===== src/rtl/fetch_buffer.sv =====
`default_nettype none
// ============================================================================
// Module      : fetch_buffer
// Description : Instruction prefetch unit with one outstanding memory request
//               and a DEPTH-entry {pc, instr} FIFO feeding decode.
// Revision    : 1.0 - initial release
// ============================================================================
module fetch_buffer #(
   parameter logic [31:0] RESET_PC = 32'h0000_0000,
   parameter int          DEPTH    = 4
) (
   input  logic                       clock,
   input  logic                       reset,
   output logic                       mem_req,
   output logic [31:0]                mem_addr,
   input  logic                       mem_ack,
   input  logic [31:0]                mem_rdata,
   output logic                       out_valid,
   input  logic                       out_ready,
   output logic [31:0]                out_pc,
   output logic [31:0]                out_instr,
   input  logic                       redirect,
   input  logic [31:0]                redirect_pc,
   output logic [$clog2(DEPTH):0]     count
);

   localparam int               c_AW    = $clog2(DEPTH);
   localparam logic [c_AW:0]    c_DEPTH = (c_AW + 1)'(DEPTH);
   localparam logic [1:0]       c_IDLE  = 2'd0;
   localparam logic [1:0]       c_WAIT  = 2'd1;
   localparam logic [1:0]       c_DROP  = 2'd2;

   logic [1:0]      r_state;
   logic [1:0]      w_state_next;
   logic            r_mem_req;
   logic [31:0]     r_mem_addr;
   logic [31:0]     w_mem_addr_next;
   logic [31:0]     r_fetch_pc;
   logic [31:0]     w_fetch_pc_next;
   logic [31:0]     w_pc_inc;
   logic [31:0]     w_target;
   logic [c_AW:0]   r_count;
   logic [c_AW:0]   w_count_next;
   logic [c_AW-1:0] r_wptr;
   logic [c_AW-1:0] r_rptr;
   logic [31:0]     r_pc_mem    [DEPTH];
   logic [31:0]     r_instr_mem [DEPTH];
   logic            w_push;
   logic            w_pop;
   logic            w_issue;
   logic            w_unused_pc_lsbs;

   assign w_target         = {redirect_pc[31:2], 2'b00};
   assign w_unused_pc_lsbs = ^redirect_pc[1:0];
   assign w_pc_inc         = r_fetch_pc + 32'd4;
   assign w_count_next     = r_count + (c_AW + 1)'(w_push) - (c_AW + 1)'(w_pop);
   // Issuing only while a slot stays free reserves room for the in-flight response.
   assign w_issue          = (w_count_next < c_DEPTH) && !redirect;

   // State register
   always_ff @(posedge clock) begin
      if (reset) begin
         r_state    <= c_IDLE;
         r_mem_req  <= 1'b0;
         r_mem_addr <= RESET_PC;
         r_fetch_pc <= RESET_PC;
      end else begin
         r_state    <= w_state_next;
         r_mem_req  <= (w_state_next != c_IDLE);
         r_mem_addr <= w_mem_addr_next;
         r_fetch_pc <= w_fetch_pc_next;
      end
   end

   // Next-state logic
   always_comb begin
      w_state_next    = r_state;
      w_mem_addr_next = r_mem_addr;
      w_fetch_pc_next = redirect ? w_target : r_fetch_pc;
      case (r_state)
         c_IDLE: begin
            if (redirect) begin
               w_state_next    = c_WAIT;
               w_mem_addr_next = w_target;
            end else if (w_issue) begin
               w_state_next    = c_WAIT;
               w_mem_addr_next = r_fetch_pc;
            end
         end
         c_WAIT: begin
            if (redirect) begin
               if (mem_ack) begin
                  w_state_next    = c_WAIT;
                  w_mem_addr_next = w_target;
               end else begin
                  w_state_next    = c_DROP;
               end
            end else if (mem_ack) begin
               w_fetch_pc_next = w_pc_inc;
               if (w_issue) begin
                  w_state_next    = c_WAIT;
                  w_mem_addr_next = w_pc_inc;
               end else begin
                  w_state_next    = c_IDLE;
               end
            end
         end
         c_DROP: begin
            // A stale response only releases the bus; fetch_pc is left alone.
            if (mem_ack) begin
               if (redirect) begin
                  w_state_next    = c_WAIT;
                  w_mem_addr_next = w_target;
               end else if (w_issue) begin
                  w_state_next    = c_WAIT;
                  w_mem_addr_next = r_fetch_pc;
               end else begin
                  w_state_next    = c_IDLE;
               end
            end
         end
         default: begin
            w_state_next = c_IDLE;
         end
      endcase
   end

   // Output logic
   always_comb begin
      out_valid = (r_count != '0);
      w_push    = (r_state == c_WAIT) && mem_ack && !redirect;
      w_pop     = out_valid && out_ready && !redirect;
      out_pc    = r_pc_mem[r_rptr];
      out_instr = r_instr_mem[r_rptr];
   end

   always_ff @(posedge clock) begin
      if (reset) begin
         r_count <= '0;
         r_wptr  <= '0;
         r_rptr  <= '0;
      end else if (redirect) begin
         r_count <= '0;
         r_wptr  <= '0;
         r_rptr  <= '0;
      end else begin
         if (w_push) begin
            r_pc_mem[r_wptr]    <= r_mem_addr;
            r_instr_mem[r_wptr] <= mem_rdata;
            r_wptr              <= r_wptr + c_AW'(1);
         end
         if (w_pop) begin
            r_rptr <= r_rptr + c_AW'(1);
         end
         r_count <= w_count_next;
      end
   end

   assign mem_req  = r_mem_req;
   assign mem_addr = r_mem_addr;
   assign count    = r_count;

endmodule
`default_nettype wire


===== config.mk =====
export PLATFORM = sky130hd
export DESIGN_NAME = fetch_buffer
export DESIGN_NICKNAME = d
export VERILOG_FILES = /design/src/rtl/fetch_buffer.sv
export SDC_FILE = /design/constraint.sdc
export NUM_CORES = 1
export LEC_CHECK = 0
export ABC_AREA = 1
export CORE_MARGIN = 5
export CORE_UTILIZATION = 27
export DETAILED_ROUTE_END_ITERATION = 8
export PLACE_DENSITY_LB_ADDON = 0.2
export SYNTH_ARGS = -nofsm -noshare
export SYNTH_HDL_FRONTEND = slang
export SYNTH_SLANG_ARGS = --single-unit

===== constraint.sdc =====
create_clock -name clock -period 5.5 [get_ports clock]
set_input_delay 1.65 -clock clock [delete_from_list [all_inputs] [get_ports clock]]
set_output_delay 1.65 -clock clock [all_outputs]
set_load 0.01 [all_outputs]

==> results of run 1 <==
power by group through the flow:
stage,clock network (W),logic (W),registers (W)
floorplan,0,0.000233,0.00290
global placement,0,0.000448,0.00292
global route,0.00268,0.000496,0.00288
detailed placement,0,0.000452,0.00292
CTS,0.00257,0.000455,0.00287
finish,0.00248,0.000447,0.00287
metal layers:
layer / share of wire / global-route usage / vias up
met5: 0 / 0 / -
met4: 0.018 / 0.03234 / 0
met3: 0.048 / 0.03115 / 48
met2: 0.48 / 0.2314 / 201
met1: 0.46 / 0.1862 / 4985
li1: - / - / 5165
area by class of cell:
cell class | instances | area share
flip-flops and latches | 332 | 0.5166
multi-input cells | 902 | 0.2403
repair buffers | 190 | 0.1055
clock buffers | 53 | 0.06117
well taps | 688 | 0.04826
inverters | 95 | 0.02048
clock inverters | 17 | 0.007436
diodes | 2 | 0.0002806
flip-flops by register name, summed over array words and instances (netlist names), named ones only:
name,flops
r_wptr,2
count,3
mem_req,1
mem_addr,32
r_rptr,2
r_fetch_pc,32
r_state,2
r_pc_mem,128
r_instr_mem,128
stage by stage:
step	area [um^2]	util	hold WS (ns)	std cells	total power (W)
3_5_place_dp	16610	0.3173	0.4312	2207	0.003374
6_report	17840	0.3408	0.4387	2279	0.005798
4_1_cts	17830	0.3407	0.4388	2277	0.005893
5_1_grt	17830	0.3407	0.4702	2277	0.006050
2_1_floorplan	14180	-	0.4147	1401	0.003129
3_3_place_gp	16610	0.3173	0.4261	2207	0.003369
synth_stat cells (6+ instances only):
master / number / area share
edfxtp_1: 256 / 0.54
nor2_1: 243 / 0.064
nand2_1: 239 / 0.063
o21ai_0: 196 / 0.069
inv_1: 86 / 0.023
dfxtp_1: 76 / 0.11
o22ai_1: 66 / 0.029
a21oi_1: 48 / 0.017
clkbuf_1: 43 / 0.011
nand3_1: 28 / 0.0099
buf_2: 19 / 0.0067
a31oi_1: 8 / 0.0035
ha_1: 7 / 0.0062
or2_2: 7 / 0.0031
xnor2_1: 7 / 0.0043
xor2_1: 7 / 0.0043
buf_6: 6 / 0.0048
nor3_1: 6 / 0.0021
worst min-delay path by stage:
stage	from	end	slack, ns	cells past startpoint
global placement	r_fetch_pc[1]$_SDFFE_PP0P_	r_fetch_pc[1]$_SDFFE_PP0P_	0.43	2
floorplan	r_fetch_pc[0]$_SDFFE_PP0P_	r_fetch_pc[0]$_SDFFE_PP0P_	0.41	2
global route	r_fetch_pc[1]$_SDFFE_PP0P_	r_fetch_pc[1]$_SDFFE_PP0P_	0.47	2
CTS	r_fetch_pc[1]$_SDFFE_PP0P_	r_fetch_pc[1]$_SDFFE_PP0P_	0.44	2
finish	r_fetch_pc[1]$_SDFFE_PP0P_	r_fetch_pc[1]$_SDFFE_PP0P_	0.44	2
detailed placement	r_fetch_pc[1]$_SDFFE_PP0P_	r_fetch_pc[1]$_SDFFE_PP0P_	0.43	2
worst reg2reg max path, cell delays in order (launching register included):
cell,delay [ns]
dfxtp_1,0.42
inv_2,0.08
nor2_4,0.38
nand2_4,0.07
ha_1,0.29
inv_1,0.04
ha_1,0.18
fa_1,0.41
xnor2_1,0.15
nand2_1,0.07
nand2_2,0.10
nand2_4,0.11
nand2_8,0.20
buf_4,0.29
nand2_1,0.09
nand2_1,0.06
a21oi_1,0.04
logic make-up after synthesis:
logic type / count (synthesis)
buffers and inverters: 167
and+or+nand+nor: 548
DFF: 332
AOI/OAI and AO/OA: 332
adders and majority gates: 8
xor gates and xnor gates: 14
==> impl_metrics.yaml, run 1 <==
timing:
  finalSetupTns_ns: 0
  maxSlewViolCount: 0
  setup_viol: 0
  tightest_slew_ns: 0.8203
  rsz0062_at_grt: "false"
  finalCritPeriodShare: 0.8353
  layout_min_cycle_time_ns: 4.594
  fmax_ghz: 0.2177
  clock_skew_ns: 0.01335
  relSlewSlack: 0.4518
  layout_setup_ws_ns: 0.9059
  hold_viol: 0
logic_synthesis:
  syn_area_per_cell_um2: 10.12
  synth-simple-area-share: 0.1578
  yosys.area_share.adder: 0.007590
  ys_seq_area_frac: 0.6495
  synthArstFlopShare: 0
  synthMuxAreaShare: 0
  ys_types: 40
  syn_area_um2: 14180
  synth_xor_xnor_area_share: 0.008649
  synth_edf_count: 256
  synth_ff_type: "edfxtp_1"
  syn_nets: 1478
  synth_top_family_by_area: "simple AND/OR/NAND/NOR gates"
  yosysWarnings: 0
  syn_inst: 1401
  ys_ff_latch: 332
  synth-compound-area-share: 0.1261
pwr:
  internal-power_w: 0.004454
  peakVddDrop_v: 0.0001681
  swShare: 0.2317
  p_switching_w: 0.001343
  clock_power_share: 0.428
  combPwrFrac: 0.077
  p_per_area_nw_per_um2: 325.1
  p_leak_nw: 6.321
  seqPwrFrac: 0.495
die:
  die_y_um: 239.1
  start_util: 0.2709
  ios: 170
  placeableCoreArea_um2: 52340
  rows: 84
  die_w_um: 239.1
  die-area_um2: 57190
global_route:
  grt_pass1_vias: 10060
  grt_max_degree: 69
  antenna_found_initial: 0
  grt_overflow: 0
  grt_use_total: 0.1391
  grt_pass1_wl_um: 61610
drt:
  dr.pass1.iters: 5
  routedWlPerCell_um: 17.89
  num_vias: 10400
  drt-initial-drc-count: 639
  ant_nets: 0
  wl_um: 40760
  viasPerCell: 4.563
  drc: 0
layout:
  syn_to_final_growth_pct: 25.81
  finalNetCount: 1636
  drive_above_1_share: 0.07300
  multi_input_area_um2: 4285
  layout_commonest_cell: "edfxtp_1"
  nFillCells: 5357
  final_cell_mix: "edfxtp_1, nor2_1, nand2_1, o21ai_0, clkdlybuf4s50_1"
  seq_area_um2: 9214
worst_setup_path:
  endpoint: "out_instr[3]"
  start_kind: "flip-flop"
  reg2reg_to: "mem_addr[17]$_SDFFE_PP0P_"
  critPathMaxStageDelay_ns: 0.59
  path_buf_inv: 3
  rr_startpoint: "r_state[0]$_SDFF_PP0_"
  crit_fanout: 68
  cp.arrival_ns: 2.94
  reg2reg_depth: 16
  path_class: "reg -> out"
  cpLargestDelayFamily: "buffers and inverters"
  path_cells: "inv_4, buf_12, o21ai_0, o22ai_1, clkdlybuf4s50_1"
  cpMaxStageDelayCell: "clkdlybuf4s50_1"
  cp.depth: 5
  worstPathRequired_ns: 3.85
  setup.worst_path.end_class: "primary output"
  rrSetupSlack_ns: 2.41
cts:
  root_buffer: "clkbuf_16"
  cts_tree: "built"
  cts_buffer_depth: 3
  htree_levels: 2
  post_cts_buffers: 0
  cts_buffers: 38
  cts.sinks: 332
  cts_hold_buf: 0
  insertion_delay_ns: 0.54
  clkTransAtPathRegs_ns: 0.06
  cts.repair.resized: 0
run:
  drv_cap: 0
placed_design:
  preCtsSetupSlack_ns: 0.6217
  gp_congestion: 0.8282
  io_buffers: 167
  hpwl_um: 25960
worst_hold_path:
  hp-class: "reg -> reg"
run_status:
  status: "finished, final reports clean"
Note: power is estimated with default switching activity, not from simulation.
==> run 2, diff against run 1 <==
==> constraint.sdc (replaced) <==
create_clock -name clock -period 4.2 [get_ports clock]
set_input_delay 1.26 -clock clock [delete_from_list [all_inputs] [get_ports clock]]
set_output_delay 1.26 -clock clock [all_outputs]
set_load 0.01 [all_outputs]
==> run 2 against run 1 <==
Against the previous run:
- die area unchanged
- utilization increased by 0.22 points
- routed wire length increased by 0.42%
- total power increased by 32%
- critical path type unchanged
- non-clock buffer count increased by 7
- critical path depth decreased by 1
==> impl_metrics.yaml, run 2 (synthesis results as in run 1) <==
run_status:
  status: "finished, final reports clean"
die:
  die_y_um: 239.1
  start_util: 0.2709
  die_w_um: 239.1
  ios: 170
  rows: 84
  placeableCoreArea_um2: 52340
  die-area_um2: 57190
layout:
  syn_to_final_growth_pct: 26.61
  drive_above_1_share: 0.07827
  seq_area_um2: 9214
  layout_commonest_cell: "edfxtp_1"
  stdcell_count: 2285
  final_cell_mix: "edfxtp_1, nor2_1, nand2_1, o21ai_0, clkdlybuf4s50_1"
  nFillCells: 5396
  top_regs: "r_instr_mem: 128 flops, r_pc_mem: 128 flops"
  finalNetCount: 1645
  num_antenna_cells: 0
  multi_input_area_um2: 4285
  utilization: 0.3429
timing:
  maxSlewViolCount: 0
  relSlewSlack: 0.6177
  finalSetupTns_ns: 0
  rsz0062_at_grt: "false"
  finalCritPeriodShare: 0.9305
  clock_skew_ns: 0.02126
  tightest_slew_ns: 0.5735
  layout_min_cycle_time_ns: 3.908
  fmax_ghz: 0.2559
  setup_viol: 0
  hold_viol: 0
  hold_slack_ns: 0.4433
global_route:
  grt_overflow: 0
  use_met1: 0.1873
  grtUsageMet2: 0.2331
  grt_use_total: 0.1402
  antenna_found_initial: 0
  gr-max-usage-layer: "met2"
  grt_max_degree: 65
  met3_usage: 0.03069
  grt_pass1_vias: 10440
  grt_pass1_wl_um: 62150
pwr:
  combPwrFrac: 0.077
  p_leak_nw: 6.371
  p_per_area_nw_per_um2: 425.5
  peakVddDrop_v: 0.0002296
  seqPwrFrac: 0.492
  internal-power_w: 0.005857
  clock_power_share: 0.431
  swShare: 0.2333
  p_switching_w: 0.001782
drt:
  dr.pass1.iters: 5
  viasPerCell: 4.591
  drt-initial-drc-count: 511
  routedWlPerCell_um: 17.91
  wl_um: 40930
  num_vias: 10490
  ant_nets: 0
  drc: 0
worst_setup_path:
  setup.worst_path.end_class: "primary output"
  worstPathRequired_ns: 2.94
  start_kind: "flip-flop"
  path_class: "reg -> out"
  crit_fanout: 33
  cp.arrival_ns: 2.65
cts:
  cts_hold_buf: 0
  clkTransAtPathRegs_ns: 0.06
  cts.sinks: 332
  cts_buffers: 40
  insertion_delay_ns: 0.55
  cts.repair.resized: 0
  htree_levels: 2
  cts_tree: "built"
  post_cts_buffers: 0
  root_buffer: "clkbuf_16"
  cts_buffer_depth: 3
placed_design:
  dp_cells: 2214
  hpwl_um: 25810
  io_buffers: 167
  gp_congestion: 0.8506
run:
  drv_cap: 0
worst_hold_path:
  hp-class: "reg -> reg"
## run 2: power by group through the flow
stage               clock network [W]  logic (W)  registers, W
finish                        0.00329   0.000588       0.00376
global route                  0.00356   0.000661       0.00377
CTS                           0.00342   0.000598       0.00376
detailed placement                  0   0.000595       0.00383
global placement                    0   0.000589       0.00383
floorplan                           0   0.000305       0.00379
## run 2: layout make-up
type                            instances  share of cell area
Sequential cell                       332              0.5133
Timing Repair Buffer                  197              0.1106
Tap cell                              688             0.04796
Clock inverter                         21            0.008295
Inverter                               95             0.02035
Clock buffer                           50             0.06078
Multi-Input combinational cell        902              0.2387
## run 2: metrics by stage
stage / instance area [um^2] / setup WS, ns / power, W
finish: 17950 / 0.2918 / 0.007638
floorplan: 14180 / -1.004 / 0.004098
CTS: 17950 / 0.2396 / 0.007774
global route: 17950 / 0.1707 / 0.007996
detailed placement: 16710 / 0.04581 / 0.004424
global placement: 16710 / 0.08620 / 0.004416
## run 2: worst paths after layout
check                                                start                    endpoint  slack (ns)  cells after the start
worst min register to register  r_fetch_pc[0]$_SDFFE_PP0P_  r_fetch_pc[0]$_SDFFE_PP0P_        0.44                      2
worst min-delay path            r_fetch_pc[0]$_SDFFE_PP0P_  r_fetch_pc[0]$_SDFFE_PP0P_        0.44                      2
worst max register to register       r_state[0]$_SDFF_PP0_   mem_addr[28]$_SDFFE_PP0P_        1.25                     16
worst max-delay path                             flip-flop                  out_pc[19]        0.29                      4
## run 2: worst max-delay path, stage by stage, from the launching register on
cell and delay [ns]:
dfxtp_4 0.60, buf_4 0.41, o21ai_0 0.15, o22ai_1 0.32, clkdlybuf4s50_1 0.61
## run 2: routing by layer
metal  share of wire  wire length (um)
met2            0.47             19430
met1            0.46             18670
met4           0.019               784
met3           0.050              2049
met5               0                 0
==> run 3, diff against run 2 <==
--- a/config.mk
+++ b/config.mk
@@ -6,7 +6,7 @@
 export NUM_CORES = 1
 export LEC_CHECK = 0
 export ABC_AREA = 1
-export CORE_MARGIN = 5
+export CORE_MARGIN = 8
 export CORE_UTILIZATION = 27
 export DETAILED_ROUTE_END_ITERATION = 8
 export PLACE_DENSITY_LB_ADDON = 0.2
==> run 3 against run 2 <==
Against the previous run:
- sequential share of layout area increased by 0.12 points
- cell count decreased by 0.18%
- total power decreased by 1.6%
- clock power decreased by 4%
- first-iteration DRC count increased by 28%
- hold slack about the same
- via count decreased by 0.38%
- maximum frequency decreased by 1.2%
- count of clock-buffer cells in the layout decreased by 1
- global-route usage decreased by 0.86 points
- critical path type unchanged
==> impl_metrics.yaml, run 3 (synthesis results as in run 1) <==
drt:
  dr.pass1.iters: 5
  drc: 0
  ant_nets: 0
  drt-initial-drc-count: 653
  num_vias: 10450
  routedWlPerCell_um: 17.97
  viasPerCell: 4.581
  wl_um: 40980
timing:
  layout_min_cycle_time_ns: 3.954
  tightest_slew_ns: 0.6330
  rsz0062_at_grt: "false"
  hold_slack_ns: 0.4431
  finalSetupTns_ns: 0
  finalCritPeriodShare: 0.9415
  maxSlewViolCount: 0
  setup_viol: 0
  fmax_ghz: 0.2529
  clock_skew_ns: 0.01090
  relSlewSlack: 0.5780
  hold_viol: 0
global_route:
  met3_usage: 0.03304
  grt_max_degree: 83
  grt_overflow: 0
  grtUsageMet2: 0.2225
  grt_use_total: 0.1317
  antenna_found_initial: 0
  gr-max-usage-layer: "met2"
  grt_pass1_wl_um: 61470
  grt_pass1_vias: 10210
  use_met1: 0.1681
worst_setup_path:
  worstPathRequired_ns: 2.94
  path_cells: "inv_2, buf_4, o21ai_0, o22ai_1, clkdlybuf4s50_1"
  setup.worst_path.end_class: "primary output"
  path_class: "reg -> out"
  path_buf_inv: 3
  cpLargestDelayFamily: "buffers and inverters"
  cpMaxStageDelayCell: "clkdlybuf4s50_1"
  critPathMaxStageDelay_ns: 0.64
  crit_fanout: 24
  cp.arrival_ns: 2.69
  start_kind: "flip-flop"
placed_design:
  gp_congestion: 0.8292
  io_buffers: 167
  hpwl_um: 26330
layout:
  syn_to_final_growth_pct: 26.32
  nFillCells: 5292
  finalNetCount: 1641
  layout_commonest_cell: "edfxtp_1"
  top_regs: "r_instr_mem: 128 flops, r_pc_mem: 128 flops"
  num_antenna_cells: 0
  seq_area_um2: 9214
  final_cell_mix: "edfxtp_1, nor2_1, nand2_1, o21ai_0, clkdlybuf4s50_1"
  drive_above_1_share: 0.07470
  multi_input_area_um2: 4285
cts:
  cts.repair.resized: 0
  cts_hold_buf: 0
  post_cts_buffers: 0
  insertion_delay_ns: 0.54
  clkTransAtPathRegs_ns: 0.05
  htree_levels: 2
  cts_tree: "built"
  cts_buffers: 38
  root_buffer: "clkbuf_16"
  cts.sinks: 332
  cts_buffer_depth: 3
pwr:
  p_per_area_nw_per_um2: 419.5
  internal-power_w: 0.005763
  swShare: 0.2329
  clock_power_share: 0.421
  finalPower_w: 0.007513
  combPwrFrac: 0.079
  p_leak_nw: 6.347
  p_switching_w: 0.001750
  seqPwrFrac: 0.500
  peakVddDrop_v: 0.0002668
run:
  drv_cap: 0
run_status:
  status: "finished, final reports clean"
die:
  ios: 170
  die_y_um: 245.1
  die-area_um2: 60100
  rows: 84
  start_util: 0.2714
  placeableCoreArea_um2: 52240
  die_w_um: 245.1
worst_hold_path:
  hp-class: "reg -> reg"
-- run 3: path summary, 6_finish.rpt --
path                                    from                    endpoint  slack [ns]  cells past startpoint
hold / removal    r_fetch_pc[0]$_SDFFE_PP0P_  r_fetch_pc[0]$_SDFFE_PP0P_        0.44                      2
hold reg to reg   r_fetch_pc[0]$_SDFFE_PP0P_  r_fetch_pc[0]$_SDFFE_PP0P_        0.44                      2
setup / recovery                   flip-flop                  out_pc[17]        0.25                      5
setup reg to reg       r_state[0]$_SDFF_PP0_   mem_addr[14]$_SDFFE_PP0P_        1.27                     16
-- run 3: stage by stage --
stage / cells / cell area, um^2 / utilization / setup WS (ns)
finish: 2281 / 17910 / 0.3428 / 0.2459
global route: 2281 / 17910 / 0.3428 / 0.07333
CTS: 2281 / 17910 / 0.3428 / 0.05401
detailed placement: 2212 / 16720 / 0.3201 / 0.1018
global placement: 2212 / 16720 / 0.3201 / 0.08041
floorplan: 1401 / 14180 / - / -1.004
-- run 3: per-layer routing --
| layer | vias to the layer above | routed length [um] |
|---|---|---|
| li1 | 5152 | - |
| met1 | 5043 | 18400 |
| met2 | 210 | 19640 |
| met3 | 45 | 2290 |
| met4 | 0 | 648 |
| met5 | - | 0 |
-- run 3: final cells by class --
class / count / share of cell area
inverters: 95 / 0.02054
repair buffers: 195 / 0.1114
flip-flops and latches: 332 / 0.5145
multi-input cells: 902 / 0.2393
well taps: 688 / 0.04807
clock inverters: 20 / 0.006148
clock buffers: 49 / 0.06009
-- run 3: power by group through the flow --
| stage | sequential [W] | clock [W] | combinational, W |
|---|---|---|---|
| floorplan | 0.00379 | 0 | 0.000305 |
| global placement | 0.00383 | 0 | 0.000595 |
| detailed placement | 0.00383 | 0 | 0.000600 |
| CTS | 0.00376 | 0.00328 | 0.000604 |
| global route | 0.00377 | 0.00340 | 0.000658 |
| finish | 0.00376 | 0.00316 | 0.000593 |
-- run 3: worst min-delay path: stages, from the launching register on --
cell	delay (ns)
dfxtp_1	0.30
nand2_1	0.06
nor2_1	0.04
